File: src/rtl/p4_router_pkg.sv
// Shared types for the P4 router trTCM policer: colours, packet metadata,
// config-select encodings, and the metadata colour-overwrite helper.
package p4_router_pkg;

  typedef enum logic [1:0] {
    GREEN  = 2'd0,
    YELLOW = 2'd1,
    RED    = 2'd2
  } color_t;

  typedef enum logic [1:0] {
    CFG_CIR = 2'd0,
    CFG_PIR = 2'd1,
    CFG_CBS = 2'd2,
    CFG_PBS = 2'd3
  } cfg_sel_t;

  typedef enum logic {
    ST_SOP  = 1'b0,
    ST_BODY = 1'b1
  } pkt_state_t;

  localparam int MD_PORT_W = 8;
  localparam int MD_LEN_W  = 16;

  typedef struct packed {
    logic [MD_PORT_W-1:0] ingress_port;
    logic [MD_LEN_W-1:0]  byte_length;
    color_t               color;
  } metadata_t;

  function automatic metadata_t set_color(metadata_t md, color_t c);
    metadata_t r;
    r       = md;
    r.color = c;
    return r;
  endfunction

endpackage

File: src/rtl/p4_router_trtcm_policer_if.sv
// AXI-Stream style beat bus carrying payload plus router metadata.
interface p4_router_trtcm_policer_if #(
  parameter int DATA_BYTES = 64
);
  import p4_router_pkg::*;

  logic                    tvalid;
  logic                    tready;
  logic                    tlast;
  logic [8*DATA_BYTES-1:0] tdata;
  metadata_t               tuser;

  modport master (output tvalid, tlast, tdata, tuser, input  tready);
  modport slave  (input  tvalid, tlast, tdata, tuser, output tready);

endinterface

File: src/rtl/p4_router_trtcm_bucket.sv
// One port's committed/peak token buckets: refill, saturation at the burst
// size, SOP debit, and the "bucket below packet length" comparisons.
module p4_router_trtcm_bucket
  import p4_router_pkg::*;
#(
  parameter int LEN_W   = 16,
  parameter int FRAC_W  = 16,
  parameter int BURST_W = 20
) (
  input  logic                      clk,
  input  logic                      areset,
  input  logic                      en_i,
  input  logic [BURST_W+FRAC_W-1:0] cir_i,
  input  logic [BURST_W+FRAC_W-1:0] pir_i,
  input  logic [BURST_W-1:0]        cbs_i,
  input  logic [BURST_W-1:0]        pbs_i,
  input  logic [LEN_W-1:0]          len_i,
  input  logic                      dbt_c_i,
  input  logic                      dbt_p_i,
  output logic                      tc_lt_o,
  output logic                      tp_lt_o
);

  localparam int TW = BURST_W + FRAC_W;
  localparam int XW = TW + 1;

  logic [TW-1:0] tc_q, tc_d, tp_q, tp_d;
  logic [XW-1:0] len_x, cmax_x, pmax_x, tc_x, tp_x;

  assign len_x  = XW'({len_i, {FRAC_W{1'b0}}});
  assign cmax_x = {1'b0, cbs_i, {FRAC_W{1'b0}}};
  assign pmax_x = {1'b0, pbs_i, {FRAC_W{1'b0}}};

  assign tc_lt_o = ({1'b0, tc_q} < len_x);
  assign tp_lt_o = ({1'b0, tp_q} < len_x);

  // Debit is only raised when the bucket holds >= L, so the extra top bit
  // only has to absorb the refill carry before clipping.
  always_comb begin
    tc_x = {1'b0, tc_q} - (dbt_c_i ? len_x : '0) + {1'b0, cir_i};
    tp_x = {1'b0, tp_q} - (dbt_p_i ? len_x : '0) + {1'b0, pir_i};
    tc_d = cmax_x[TW-1:0];
    tp_d = pmax_x[TW-1:0];
    if (en_i) begin
      if (tc_x < cmax_x) tc_d = tc_x[TW-1:0];
      if (tp_x < pmax_x) tp_d = tp_x[TW-1:0];
    end
  end

  always_ff @(posedge clk or posedge areset) begin
    if (areset) begin
      tc_q <= '0;
      tp_q <= '0;
    end else begin
      tc_q <= tc_d;
      tp_q <= tp_d;
    end
  end

endmodule

File: src/rtl/p4_router_trtcm_policer.sv
// Per-port two-rate three-colour policer in a single-stage register slice.
// Define P4_ROUTER_POLICER_COLOR_AWARE_EN to honour the incoming packet colour.
module p4_router_trtcm_policer
  import p4_router_pkg::*;
#(
  parameter int NUM_PORTS  = 4,
  parameter int DATA_BYTES = 64,
  parameter int LEN_W      = 16,
  parameter int FRAC_W     = 16,
  parameter int BURST_W    = 20,
  localparam int PIDX_W    = (NUM_PORTS > 1) ? $clog2(NUM_PORTS) : 1,
  localparam int CFG_W     = BURST_W + FRAC_W
) (
  input  logic                 clk,
  input  logic                 areset,
  input  logic [NUM_PORTS-1:0] enable,
  input  logic                 cfg_wr,
  input  logic [PIDX_W-1:0]    cfg_port,
  input  logic [1:0]           cfg_sel,
  input  logic [CFG_W-1:0]     cfg_data,
  p4_router_trtcm_policer_if.slave  s,
  p4_router_trtcm_policer_if.master m
);

  logic [NUM_PORTS-1:0][CFG_W-1:0]   cir_q, pir_q;
  logic [NUM_PORTS-1:0][BURST_W-1:0] cbs_q, pbs_q;
  logic [NUM_PORTS-1:0]              tc_lt, tp_lt, dbt_c, dbt_p;

  pkt_state_t state_q, state_d;
  logic       s_ready, accept, is_sop, sop_acc;

  logic                    m_tvalid_q, m_tvalid_d, m_tlast_q, m_tlast_d;
  logic [8*DATA_BYTES-1:0] m_tdata_q, m_tdata_d;
  metadata_t               m_tuser_q, m_tuser_d;
  color_t                  color_q, color_d, sop_color, beat_color;

  logic [MD_PORT_W-1:0] pkt_port;
  logic [PIDX_W-1:0]    pidx;
  logic [LEN_W-1:0]     pkt_len;
  logic                 port_ok, dbt_c_sel, dbt_p_sel;

  assign s_ready  = m.tready | ~m_tvalid_q;
  assign s.tready = s_ready;
  assign accept   = s.tvalid & s_ready;

  // Packet framing FSM
  always_ff @(posedge clk or posedge areset) begin
    if (areset) state_q <= ST_SOP;
    else        state_q <= state_d;
  end

  always_comb begin
    state_d = state_q;
    if (accept) state_d = s.tlast ? ST_SOP : ST_BODY;
  end

  always_comb begin
    is_sop  = (state_q == ST_SOP);
    sop_acc = accept & is_sop;
  end

  assign pkt_port = s.tuser.ingress_port;
  assign pidx     = pkt_port[PIDX_W-1:0];
  assign pkt_len  = LEN_W'(s.tuser.byte_length);
  assign port_ok  = (32'(pkt_port) < 32'(NUM_PORTS));

  always_comb begin
    sop_color = GREEN;
    dbt_c_sel = 1'b0;
    dbt_p_sel = 1'b0;
    if (!port_ok) begin
      sop_color = RED;
    end else if (!enable[pidx]) begin
      sop_color = GREEN;
`ifdef P4_ROUTER_POLICER_COLOR_AWARE_EN
    end else if (s.tuser.color == RED) begin
      sop_color = RED;
    end else if (s.tuser.color == YELLOW) begin
      if (tp_lt[pidx]) begin
        sop_color = RED;
      end else begin
        sop_color = YELLOW;
        dbt_p_sel = 1'b1;
      end
`endif
    end else if (tp_lt[pidx]) begin
      sop_color = RED;
    end else if (tc_lt[pidx]) begin
      sop_color = YELLOW;
      dbt_p_sel = 1'b1;
    end else begin
      sop_color = GREEN;
      dbt_c_sel = 1'b1;
      dbt_p_sel = 1'b1;
    end
  end

  for (genvar i = 0; i < NUM_PORTS; i++) begin : g_port
    assign dbt_c[i] = sop_acc & dbt_c_sel & (pidx == PIDX_W'(i));
    assign dbt_p[i] = sop_acc & dbt_p_sel & (pidx == PIDX_W'(i));

    p4_router_trtcm_bucket #(
      .LEN_W   (LEN_W),
      .FRAC_W  (FRAC_W),
      .BURST_W (BURST_W)
    ) u_bkt (
      .clk     (clk),
      .areset  (areset),
      .en_i    (enable[i]),
      .cir_i   (cir_q[i]),
      .pir_i   (pir_q[i]),
      .cbs_i   (cbs_q[i]),
      .pbs_i   (pbs_q[i]),
      .len_i   (pkt_len),
      .dbt_c_i (dbt_c[i]),
      .dbt_p_i (dbt_p[i]),
      .tc_lt_o (tc_lt[i]),
      .tp_lt_o (tp_lt[i])
    );
  end

  // Buckets read registered config, so a same-cycle debit sees old values.
  always_ff @(posedge clk or posedge areset) begin
    if (areset) begin
      cir_q <= '0;
      pir_q <= '0;
      cbs_q <= '0;
      pbs_q <= '0;
    end else if (cfg_wr && (32'(cfg_port) < 32'(NUM_PORTS))) begin
      case (cfg_sel_t'(cfg_sel))
        CFG_CIR: cir_q[cfg_port] <= cfg_data;
        CFG_PIR: pir_q[cfg_port] <= cfg_data;
        CFG_CBS: cbs_q[cfg_port] <= cfg_data[CFG_W-1:FRAC_W];
        CFG_PBS: pbs_q[cfg_port] <= cfg_data[CFG_W-1:FRAC_W];
      endcase
    end
  end

  assign beat_color = is_sop ? sop_color : color_q;

  always_comb begin
    m_tvalid_d = m_tvalid_q;
    m_tlast_d  = m_tlast_q;
    m_tdata_d  = m_tdata_q;
    m_tuser_d  = m_tuser_q;
    color_d    = color_q;
    if (s_ready) m_tvalid_d = s.tvalid;
    if (accept) begin
      m_tlast_d = s.tlast;
      m_tdata_d = s.tdata;
      m_tuser_d = set_color(s.tuser, beat_color);
    end
    if (sop_acc) color_d = sop_color;
  end

  always_ff @(posedge clk or posedge areset) begin
    if (areset) begin
      m_tvalid_q <= 1'b0;
      m_tlast_q  <= 1'b0;
      m_tdata_q  <= '0;
      m_tuser_q  <= '0;
      color_q    <= GREEN;
    end else begin
      m_tvalid_q <= m_tvalid_d;
      m_tlast_q  <= m_tlast_d;
      m_tdata_q  <= m_tdata_d;
      m_tuser_q  <= m_tuser_d;
      color_q    <= color_d;
    end
  end

  assign m.tvalid = m_tvalid_q;
  assign m.tlast  = m_tlast_q;
  assign m.tdata  = m_tdata_q;
  assign m.tuser  = m_tuser_q;

endmodule

File: src/flat_wrapper.sv
// flat-port wrapper written by rule: the top's interface ports become plain ports
module p4_router_trtcm_policer_flat import p4_router_pkg::*;
#(
  parameter int NUM_PORTS  = 4,
  parameter int DATA_BYTES = 64,
  parameter int LEN_W      = 16,
  parameter int FRAC_W     = 16,
  parameter int BURST_W    = 20,
  localparam int PIDX_W    = (NUM_PORTS > 1) ? $clog2(NUM_PORTS) : 1,
  localparam int CFG_W     = BURST_W + FRAC_W
)
  (clk, areset, enable, cfg_wr, cfg_port, cfg_sel, cfg_data, s_tvalid, s_tlast, s_tdata, s_tuser, s_tready, m_tvalid, m_tlast, m_tdata, m_tuser, m_tready);
  p4_router_trtcm_policer_if #(.DATA_BYTES(DATA_BYTES)) s_i ();
  p4_router_trtcm_policer_if #(.DATA_BYTES(DATA_BYTES)) m_i ();
  input  logic clk;
  input  logic areset;
  input  logic [NUM_PORTS-1:0] enable;
  input  logic cfg_wr;
  input  logic [PIDX_W-1:0] cfg_port;
  input  logic [1:0] cfg_sel;
  input  logic [CFG_W-1:0] cfg_data;
  input wire logic [$bits(s_i.tvalid)-1:0] s_tvalid;
  input wire logic [$bits(s_i.tlast)-1:0] s_tlast;
  input wire logic [$bits(s_i.tdata)-1:0] s_tdata;
  input wire logic [$bits(s_i.tuser)-1:0] s_tuser;
  output wire logic [$bits(s_i.tready)-1:0] s_tready;
  output wire logic [$bits(m_i.tvalid)-1:0] m_tvalid;
  output wire logic [$bits(m_i.tlast)-1:0] m_tlast;
  output wire logic [$bits(m_i.tdata)-1:0] m_tdata;
  output wire logic [$bits(m_i.tuser)-1:0] m_tuser;
  input wire logic [$bits(m_i.tready)-1:0] m_tready;
  assign s_i.tvalid = s_tvalid;
  assign s_i.tlast = s_tlast;
  assign s_i.tdata = s_tdata;
  assign s_i.tuser = s_tuser;
  assign s_tready = s_i.tready;
  assign m_tvalid = m_i.tvalid;
  assign m_tlast = m_i.tlast;
  assign m_tdata = m_i.tdata;
  assign m_tuser = m_i.tuser;
  assign m_i.tready = m_tready;
  p4_router_trtcm_policer #(.NUM_PORTS(NUM_PORTS), .DATA_BYTES(DATA_BYTES), .LEN_W(LEN_W), .FRAC_W(FRAC_W), .BURST_W(BURST_W)) u_core (.clk(clk), .areset(areset), .enable(enable), .cfg_wr(cfg_wr), .cfg_port(cfg_port), .cfg_sel(cfg_sel), .cfg_data(cfg_data), .s(s_i), .m(m_i));
endmodule
File: config.mk
export PLATFORM = sky130hd
export DESIGN_NAME = p4_router_trtcm_policer_flat
export DESIGN_NICKNAME = d
export VERILOG_FILES = /design/src/rtl/p4_router_pkg.sv /design/src/rtl/p4_router_trtcm_policer_if.sv /design/src/rtl/p4_router_trtcm_bucket.sv /design/src/rtl/p4_router_trtcm_policer.sv /design/src/flat_wrapper.sv
export SDC_FILE = /design/constraint.sdc
export NUM_CORES = 2
export LEC_CHECK = 0
export ABC_AREA = 1
export BUFFER_PORTS_ARGS = -buffer_cell sky130_fd_sc_hd__clkbuf_2
export CAP_MARGIN = 20
export CORE_AREA = 2 2 443 445
export DETAILED_ROUTE_END_ITERATION = 6
export DIE_AREA = 0 0 445 447
export PLACE_DENSITY_LB_ADDON = 0.12
export SLEW_MARGIN = 20
export SYNTH_ARGS = -nofsm -noshare
export SYNTH_HDL_FRONTEND = slang
export SYNTH_HIERARCHICAL = 1
export SYNTH_SLANG_ARGS = --single-unit
File: constraint.sdc
create_clock -name clk -period 67.5 [get_ports clk]
set_input_delay 13.5 -clock clk [delete_from_list [all_inputs] [get_ports clk]]
set_output_delay 13.5 -clock clk [all_outputs]
set_load 0.01 [all_outputs]
==> key figures <==
Run status
  • Status: finished clean

Clock network
  • CTS Buf Count: 151
  • Max Root-Sink Buffers: 3
  • Clock sinks: 1,279
  • CTS tree: built
  • H-Tree Depth: 4
  • Hold buffers post-CTS: 0
  • # resized after CTS: 0
  • Clock root cell: clkbuf_16
  • Clock Latency Late Sink: 0.87 ns
  • Clock slew at reported path FFs: 0.06 ns
  • Setup Fix Bufs, Post-CTS: 0

Floorplan
  • Die Width: 445 um
  • Initial core utilization: 0.4202
  • # IOs: 1,129
  • Cell Rows: 162
  • Die height: 447 um
  • Core Box Area: 0.1942 mm^2
  • Die area: 0.1989 mm^2

Logic synthesis
  • Simple-gate share of the synthesized area: 0.2390
  • Compound-Gate Fraction of Synth Area: 0.08836
  • Dominant cell by count in the synthesized netlist: nand2_1
  • Synth top cells by count: 3,559 x nand2_1, 2,059 x inv_1, 1,279 x dfrtp_1
  • Synth top area share: 0.3923
  • Post-synth EDFFs: 0
  • YS warnings: 6
  • Post-synthesis instance total: 10,930
  • Syn_nets: 12,358
  • Post-synth top area cell: dfrtp_1
  • Sequential element share of the synthesized area: 0.3923
  • Synthesis-stage register bit count: 1,279
  • Top_reg_cell synth: dfrtp_1
  • Top area cells in the synthesized netlist: dfrtp_1 39%, nand2_1 16%, ha_1 11%
  • Post-synth ARST share: 1.000
  • Xor/xnor share of the synthesized area: 0.02609
  • Mapped cell area: 0.08159 mm^2
  • Post-synthesis mux area share: 0
  • Synth Area in Adders: 0.1406
  • Syn avg cell area: 7.465 um^2
  • Netlist cell types: 55
  • Largest family of logic cells by synthesized area: simple AND/OR/NAND/NOR gates

STA
  • Setup TNS Final: 0 ns
  • Layout Skew: 0.06321 ns
  • Hold Fails Final Rpt: 0
  • Final period util: 0.4097
  • Slew Limit Headroom: 0.1508
  • Max-slew violations: 0
  • Tmin final: 27.66 ns
  • RSZ-0062 raised after global routing: no
  • Final setup violating endpoints: 0
  • Max Freq: 36.16 MHz
  • Worst Max-Slew Pin Slew: 1.272 ns

Critical path
  • Worst Setup EP: s_tready
  • Critical path depth: 5
  • Cell family with most CP delay: buffers and inverters
  • Worst reg-to-reg setup slack: 59.31 ns
  • WP data required: 54.00 ns
  • Setup crit end kind: output pin
  • CP Max Fanout: 3
  • CP cell instances: clkbuf_2 > inv_1 > nand2_1 > buf_4 > clkbuf_2
  • Startpoint Class: input pin
  • Reg2Reg Depth: 36
  • WS Path Type: in -> out
  • Crit path DAT: 14.16 ns
  • CP max stage delay: 0.29 ns
  • R2R Path End: u_core/g_port[2].u_bkt/tp_q[18]$_DFF_PP0_
  • Worst path slowest cell: buf_4
  • Worst Path Buf+Inv: 4
  • Cell repeated most along the worst path: clkbuf_2
  • CP Launch Point: m_tready
  • FF-to-FF Start: u_core/g_port[3].u_bkt/tp_q[17]$_DFF_PP0_

Global routing
  • Pin count of the biggest net entering global routing: 167
  • All-Layer GR Usage: 0.3485
  • Vias in the first global route: 72,983
  • Total congestion overflow: 0
  • Antenna violations before repair: 87
  • First-pass GRT wire length: 498.0 mm

Detailed routing
  • Routed WL: 350.9 mm
  • DR pass1 iterations: 6
  • Remaining DRCs: 0
  • Top Metal Used: met5
  • Via count: 74,502
  • Drt wl/cell: 23.88 um
  • Vias per std cell: 5.070
  • Drt first-iter violations: 6,377
  • Met2 wire length: 152.6 mm
  • M1 WL: 126.8 mm
  • Post-DRT Antenna Nets: 0
  • Routed wire length on met3: 28.82 mm

Cells and area
  • Final instance area: 0.09480 mm^2
  • Area grow syn2layout: 16.20%
  • Sequential Area: 0.03201 mm^2
  • Number of fill cells: 19,582
  • Nets: 13,418
  • Multi-input gate area: 0.04036 mm^2
  • Final core utilization: 0.4882
  • Non-Filler Instances: 14,695
  • Fraction of layout cells with a size suffix above 1: 0.1355

Placement
  • Port bufs: 1,126
  • Dpl cells: 14,379
  • DP Area: 0.08965 mm^2
  • GPL Wtd Cong: 1.009
  • Post-DP HPWL: 270.7 mm

Pwr
  • Leakage Power: 0.05372 uW
  • Pwr dens: 49.86 mW/mm^2
  • Final Total Pwr: 4727 uW
  • Worst VDD drop: 26.33 uV

Job
  • Total of max-cap violations: 0

Min path
  • Worst hold path type: reg -> reg
metal layers:
layer	up-vias	GRT usage
met4	28	0.3581
met1	35102	0.3808
met5	-	0.008791
met2	2903	0.5300
li1	35683	-
met3	786	0.1004
how the worst min path moves through the flow:
| stage | from | to | slack, ns | cells after the start |
|---|---|---|---|---|
| 2_1_floorplan | u_core/color_q[1]$_DFFE_PP0P_ | u_core/color_q[1]$_DFFE_PP0P_ | 0.45 | 2 |
| 3_3_place_gp | u_core/m.tdata[104]$_DFFE_PP0N_ | u_core/m.tdata[104]$_DFFE_PP0N_ | 0.46 | 2 |
| 3_5_place_dp | u_core/m.tdata[34]$_DFFE_PP0N_ | u_core/m.tdata[34]$_DFFE_PP0N_ | 0.46 | 2 |
| 4_1_cts | u_core/m.tdata[34]$_DFFE_PP0N_ | u_core/m.tdata[34]$_DFFE_PP0N_ | 0.48 | 2 |
| 5_1_grt | u_core/m.tdata[463]$_DFFE_PP0N_ | u_core/m.tdata[463]$_DFFE_PP0N_ | 0.49 | 2 |
| 6_report | u_core/m.tdata[472]$_DFFE_PP0N_ | u_core/m.tdata[472]$_DFFE_PP0N_ | 0.48 | 2 |
flip-flops by register name, summed over array words and instances (netlist names):
register	flops
u_core/pir_q	144
u_core/g_port.u_bkt/tc_q	144
u_core/state_q	1
u_core/m.tvalid	1
u_core/m.tdata	512
u_core/m.tlast	1
u_core/color_q	2
u_core/g_port.u_bkt/tp_q	144
u_core/cir_q	144
u_core/m.tuser	26
u_core/pbs_q	80
u_core/cbs_q	80
layout by cell type (no fill, tap or decap), drive strengths merged, types with 58 or more instances in the layout:
cell and n:
a21oi 533, buf 82, clkbuf 1334, clkinv 58, dfrtp 1279, fa 128, ha 712, inv 2077
nand2 3585, nand3 353, nand4 59, nor2 775, nor3 60, o21ai 539, o21bai 65, xnor2 102
xor2 141
per-stage QoR:
step                      setup WS, ns  hold WS, ns
after floorplan                  26.12       0.4498
after global placement           39.90       0.4613
after detailed placement         39.89       0.4639
after CTS                        39.89       0.4800
after global routing             39.81       0.4932
final                            39.84       0.4764
cell families after synthesis:
kind of cell | count (synthesis)
xor gates and xnor gates | 243
AOI/OAI and AO/OA | 1316
buffers and inverters | 2382
adders and majority gates | 840
and+or+nand+nor | 4870
DFF | 1279
cell type report:
class,count,area share
inverters,2081,0.08260
well taps,2542,0.03355
clock inverters,68,0.007351
multi-input cells,7269,0.4257
clock buffers,208,0.04593
flip-flops and latches,1279,0.3376
diodes,40,0.001056
repair buffers,1208,0.06620
report_power, final:
group	leakage, uW	total [uW]	internal [uW]	switching [uW]
Clock	0.00249	839	473	367
Combinational	0.0352	2850	980	1870
Sequential	0.0160	1030	930	103
worst reg2reg max path: cells and delay by family (launching register included):
kind                       cells  cell delay, ns
DFF                            1            0.46
adders and majority gates      4            1.42
AOI/OAI and AO/OA              9            1.66
buffers and inverters          3            0.48
xor gates and xnor gates       1            0.21
and+or+nand+nor               19            3.87
Note: power is estimated with default switching activity, not from simulation.
